===== config.mk =====
export PLATFORM = sky130hd
export DESIGN_NAME = fetch_unit_flat
export DESIGN_NICKNAME = d
export VERILOG_FILES = /design/src/rtl/fetch_unit_if.sv /design/src/rtl/fetch_unit.sv /design/src/flat_wrapper.sv
export SDC_FILE = /design/constraint.sdc
export NUM_CORES = 1
export LEC_CHECK = 0
export BUFFER_PORTS_ARGS = -buffer_cell sky130_fd_sc_hd__buf_2
export CORE_MARGIN = 3
export CORE_UTILIZATION = 35
export CTS_CLUSTER_DIAMETER = 80
export DETAILED_ROUTE_END_ITERATION = 7
export GPL_TIMING_DRIVEN = 0
export PLACE_DENSITY = 0.72
export SLEW_MARGIN = 20
export SYNTH_ARGS = -nofsm -noshare
export SYNTH_HDL_FRONTEND = slang
export SYNTH_SLANG_ARGS = --single-unit

===== constraint.sdc =====
create_clock -name clk -period 2.34 [get_ports clk]
set_clock_uncertainty 0.2 [all_clocks]
set_input_delay 0.468 -clock clk [delete_from_list [all_inputs] [get_ports clk]]
set_output_delay 0.468 -clock clk [all_outputs]
set_load 0.005 [all_outputs]

===== src/rtl/fetch_unit_if.sv =====
// Instruction-memory read port between fetch_unit and memory.
// master: mem_addr/mem_rd out, mem_ready/mem_data in.
interface fetch_unit_if;
  logic [15:0] mem_addr;
  logic        mem_rd;
  logic        mem_ready;
  logic [15:0] mem_data;

  modport master (
    output mem_addr,
    output mem_rd,
    input  mem_ready,
    input  mem_data
  );

  modport slave (
    input  mem_addr,
    input  mem_rd,
    output mem_ready,
    output mem_data
  );
endinterface


===== src/rtl/fetch_unit.sv =====
// LC-3 fetch sequencer: MAR<-PC, PC<-PC+1, MDR<-M[MAR], IR<-MDR.
// Ports: clk, reset (async low), start, PCIn, mem (master), ldPC,
// selPC, IR, busy, fetch_done, fetch_err. TIMEOUT=0 disables timeout.
module fetch_unit #(
  parameter int TIMEOUT = 16
) (
  input  logic        clk,
  input  logic        reset,
  input  logic        start,
  input  logic [15:0] PCIn,
  fetch_unit_if.master mem,
  output logic        ldPC,
  output logic [1:0]  selPC,
  output logic [15:0] IR,
  output logic        busy,
  output logic        fetch_done,
  output logic        fetch_err
);

  localparam logic [1:0] S_IDLE = 2'd0;
  localparam logic [1:0] S_READ = 2'd1;
  localparam logic [1:0] S_DONE = 2'd2;

  localparam logic       TO_EN   = (TIMEOUT != 0);
  localparam logic [7:0] TO_LAST = 8'(TIMEOUT - 1);

  logic [1:0]  state_q, state_d;
  logic [15:0] ir_q, ir_d;
  logic [15:0] mar_q, mar_d;
  logic [7:0]  cnt_q, cnt_d;
  logic        rd_q, rd_d;
  logic        ld_q, ld_d;
  logic        busy_q, busy_d;
  logic        done_q, done_d;
  logic        err_q, err_d;

  always_comb begin
    state_d = state_q;
    ir_d    = ir_q;
    mar_d   = mar_q;
    cnt_d   = cnt_q;
    rd_d    = rd_q;
    ld_d    = ld_q;
    busy_d  = busy_q;
    done_d  = done_q;
    err_d   = err_q;
    unique case (state_q)
      S_IDLE: begin
        ld_d   = 1'b0;
        rd_d   = 1'b0;
        busy_d = 1'b0;
        done_d = 1'b0;
        if (start) begin
          mar_d   = PCIn;
          ld_d    = 1'b1;
          rd_d    = 1'b1;
          busy_d  = 1'b1;
          err_d   = 1'b0;
          cnt_d   = 8'd0;
          state_d = S_READ;
        end
      end
      S_READ: begin
        ld_d = 1'b0;
        // ready takes priority over a timeout on the same edge
        if (mem.mem_ready) begin
          ir_d    = mem.mem_data;
          rd_d    = 1'b0;
          done_d  = 1'b1;
          state_d = S_DONE;
        end else if (TO_EN && cnt_q == TO_LAST) begin
          rd_d    = 1'b0;
          err_d   = 1'b1;
          busy_d  = 1'b0;
          state_d = S_IDLE;
        end else begin
          cnt_d = cnt_q + 8'd1;
        end
      end
      S_DONE: begin
        done_d  = 1'b0;
        busy_d  = 1'b0;
        state_d = S_IDLE;
      end
      default: begin
        ld_d    = 1'b0;
        rd_d    = 1'b0;
        busy_d  = 1'b0;
        done_d  = 1'b0;
        state_d = S_IDLE;
      end
    endcase
  end

  always_ff @(posedge clk or negedge reset) begin
    if (!reset) begin
      state_q <= S_IDLE;
      ir_q    <= 16'h0000;
      mar_q   <= 16'h0000;
      cnt_q   <= 8'd0;
      rd_q    <= 1'b0;
      ld_q    <= 1'b0;
      busy_q  <= 1'b0;
      done_q  <= 1'b0;
      err_q   <= 1'b0;
    end else begin
      state_q <= state_d;
      ir_q    <= ir_d;
      mar_q   <= mar_d;
      cnt_q   <= cnt_d;
      rd_q    <= rd_d;
      ld_q    <= ld_d;
      busy_q  <= busy_d;
      done_q  <= done_d;
      err_q   <= err_d;
    end
  end

  assign mem.mem_addr = mar_q;
  assign mem.mem_rd   = rd_q;
  assign ldPC         = ld_q;
  assign selPC        = 2'b00;
  assign IR           = ir_q;
  assign busy         = busy_q;
  assign fetch_done   = done_q;
  assign fetch_err    = err_q;

endmodule


===== src/flat_wrapper.sv =====
// flat-port wrapper written by rule: the top's interface ports become plain ports
module fetch_unit_flat 
#(
  parameter int TIMEOUT = 16
)
  (clk, reset, start, PCIn, ldPC, selPC, IR, busy, fetch_done, fetch_err, mem_mem_addr, mem_mem_rd, mem_mem_ready, mem_mem_data);
  fetch_unit_if mem_i ();
  input  logic clk;
  input  logic reset;
  input  logic start;
  input  logic [15:0] PCIn;
  output logic ldPC;
  output logic [1:0] selPC;
  output logic [15:0] IR;
  output logic busy;
  output logic fetch_done;
  output logic fetch_err;
  output wire logic [$bits(mem_i.mem_addr)-1:0] mem_mem_addr;
  output wire logic [$bits(mem_i.mem_rd)-1:0] mem_mem_rd;
  input wire logic [$bits(mem_i.mem_ready)-1:0] mem_mem_ready;
  input wire logic [$bits(mem_i.mem_data)-1:0] mem_mem_data;
  assign mem_mem_addr = mem_i.mem_addr;
  assign mem_mem_rd = mem_i.mem_rd;
  assign mem_i.mem_ready = mem_mem_ready;
  assign mem_i.mem_data = mem_mem_data;
  fetch_unit #(.TIMEOUT(TIMEOUT)) u_core (.clk(clk), .reset(reset), .start(start), .PCIn(PCIn), .mem(mem_i), .ldPC(ldPC), .selPC(selPC), .IR(IR), .busy(busy), .fetch_done(fetch_done), .fetch_err(fetch_err));
endmodule

==> qor.csv <==
metric,value,unit
outcome,completed,
post-route-drc-count,0,
ff2ff_path_depth,4,
place.detailed.instances,286,
via_count_of_the_first_global_routing_pass,1425,
ys_warn_count,0,
timing.critical_path.from_type,flip-flop,
syn-mean-instance-area,13.48,sq um
timing.max_cap.violations,0,
timing.reg2reg.setup_slack,400,ps
wl_per_cell,12.96,um
instances_no_fill,295,
timing.setup.critical_path_class,flip-flop to flip-flop,
final-setup-viol-count,0,
finalMaxSlewViolations,0,
post-route-period-util,82.90,%
viasPerCell,4.729,
clk-insertion-delay-late,300,ps
post_cts.resized_instances,0,
hpwlAfterDp,2.844,mm
hp-class,input port to flip-flop,
tritoncts,done,
die-area,6435,sq um
synth_cells,143,
synth_area,1928,sq um
detailedRoute.firstPassIterationCount,4,
clk_network_pwr_share,18.6,%
cp.required,2330,ps
cts.root.buffer_cell,clkbuf_8,
gr-total-overflow,0,
hold_violations,0,
first_iter_violations,77,
placeable_core_region,5205,sq um
cts_hold_buffers,0,
grt_pass1_wl,6.417,mm
layout.cells.most_common_list,"buf_2 (73), dfrtp_1 (47), mux2_2 (32)",
clock.fmax,515.5,MHz
critical_path.max_stage_delay,480,ps
cp_buf_inv_count,2,
layout.nets,261,
power_leakage,0.001206,uW
start_util,37.04,%
finalWeightedCongestion,0.7806,
port-buffer-count,72,
peakVddDrop,512.5,uV
total_switching_power,778.0,uW
crit_path_cell_trace,nor3b_1 -> buf_2 -> buf_2 -> mux2_2,
num_antenna_cells,0,
final.fill_count,514,
die_h,80.22,um
cellInternalPower,1821,uW
cts.path.max_buffers,2,
critical-path-top-cell-by-count,buf_2,
finalCriticalPeriod,1940,ps
critical_path.max_fanout,10,
rows,26,
yosysSeqAreaShare,61.00,%
worst_pin_slew,570.1,ps
total_power,2599,uW
mostFrequentLayoutCell,buf_2,
timing.hold.ws,191.8,ps
setup.worst_path.end_class,flip-flop,
slew_headroom,62.00,%
clock_sinks,47,
whs_path_depth,2,
postSynthRegisterBits,47,
grt_antenna_before_repair,0,
share_seq_of_total_power,49.3,%
ant_nets,0,
power_density,1048,nW/um^2
areaGrowthSynthToFinish,28.62,%
timing.critical_path.max_delay_family,buffers and inverters,
power.share.switching,29.94,%
rsz0062_at_grt,no,
cts_setup_buffers,0,
dr_total_vias,1395,
grt_start_max_net_pins,48,
clkSlewWorstSetupHoldPaths,90,ps
critical_path_cell_count,4,
dieWidth,80.22,um
crit_slowest_cell,dfrtp_1,
cts_made_buffers,5,
design.portCount,75,
synth_cell_type_count,32,
max_h_tree_level,2,
critPathArrivalTime,1930,ps
pwr-share-comb,32.1,%
fin_setup_tns,0,ps
fraction_of_layout_instances_using_a_drive_strength_above_1,54.67,%
grt_use_total,12.95,%
drt-total-wl,3.824,mm
worst reg2reg max path, cell delays in order (launching register included):
cell and delay (ps):
dfrtp_1 480, nor3b_1 220, buf_2 280, buf_2 290
mux2_2 360
flip-flops by register name (all words and copies together), names as in the netlist:
name,cells
u_core.ldPC,1
u_core.cnt_q,8
u_core.mem.mem_rd,1
u_core.mem.mem_addr,16
u_core.IR,16
u_core.fetch_err,1
u_core.state_q,2
u_core.busy,1
u_core.fetch_done,1
final cells by class:
| type | count | area, sq um | area share, % |
|---|---|---|---|
| inverters | 5 | 18.77 | 0.7568 |
| well taps | 70 | 87.58 | 3.532 |
| plain buffers | 5 | 32.53 | 1.312 |
| multi-input cells | 87 | 704.4 | 28.41 |
| repair buffers | 73 | 372.9 | 15.04 |
| clock buffers | 5 | 68.82 | 2.775 |
| flip-flops and latches | 47 | 1176 | 47.43 |
| clock inverters | 3 | 18.77 | 0.7568 |
logic make-up (layout without fill, tap and decap cells):
group / count (synthesis) / in the layout / synth area share [%]
buffers and inverters: 10 / 91 / 2.661
other: 1 / 2 / 0.1945
AND/OR/NAND/NOR: 30 / 30 / 9.021
adder cells (fa/ha/maj): 1 / 1 / 0.6488
flip-flops: 47 / 47 / 61.00
multiplexers: 33 / 33 / 19.21
AO/OA/AOI/OAI: 21 / 21 / 7.268
per-stage QoR:
stage	setup slack, ps	utilization [%]	cell area [sq um]
after detailed placement	322.0	45.72	2380
after CTS	380.0	47.40	2467
after floorplan	621.4	-	1932
after global placement	371.7	45.72	2380
final	400.2	47.64	2480
after global routing	305.5	47.64	2480
worst paths after layout:
kind / endpoint / start
worst max-delay path: u_core.mem.mem_addr[6] / u_core.state_q[1]
worst min-delay path: u_core.IR[2] / mem_mem_data[2]
worst max register to register: u_core.mem.mem_addr[6] / u_core.state_q[1]
worst min register to register: u_core.fetch_done / u_core.fetch_done
max in group asynchronous: u_core.mem.mem_addr[14] / reset
min in group asynchronous: u_core.IR[2] / reset
synthesized netlist by cell type (all sizes together):
| cell | number | share of area [%] |
|---|---|---|
| a21o | 3 | 1.2 |
| nand2b | 2 | 0.65 |
| buf | 5 | 1.7 |
| nor2b | 2 | 0.78 |
| nor3b | 2 | 1.4 |
| nor2 | 4 | 0.78 |
| o21ai | 3 | 0.78 |
| o21a | 1 | 0.39 |
| nand2 | 7 | 1.5 |
| a31oi | 1 | 0.32 |
| mux2 | 32 | 19 |
| a31o | 1 | 0.45 |
| conb | 1 | 0.19 |
| mux2i | 1 | 0.52 |
| o31ai | 3 | 1.2 |
| o2bb2ai | 2 | 0.91 |
| ha | 1 | 0.65 |
| a21oi | 6 | 1.8 |
| nand4 | 1 | 0.32 |
| or3 | 3 | 0.97 |
| inv | 5 | 0.97 |
| nor3 | 3 | 1.0 |
| nand3 | 5 | 1.3 |
| dfrtp | 47 | 61 |
| and3 | 1 | 0.32 |
| o22ai | 1 | 0.32 |
layer usage:
layer	vias to the layer above	wire (um)	GRT usage (%)
met5	-	0	0
met4	0	74	6.081
met3	8	348	4.821
met2	58	1741	20.61
met1	666	1660	15.45
li1	663	-	-
power by group through the flow:
stage	clock [uW]	combinational [uW]	sequential, uW
floorplan	0	413	1320
global placement	0	838	1280
detailed placement	0	855	1300
CTS	505	854	1290
global route	539	928	1320
finish	483	834	1280
Note: power is estimated with default switching activity, not from simulation.
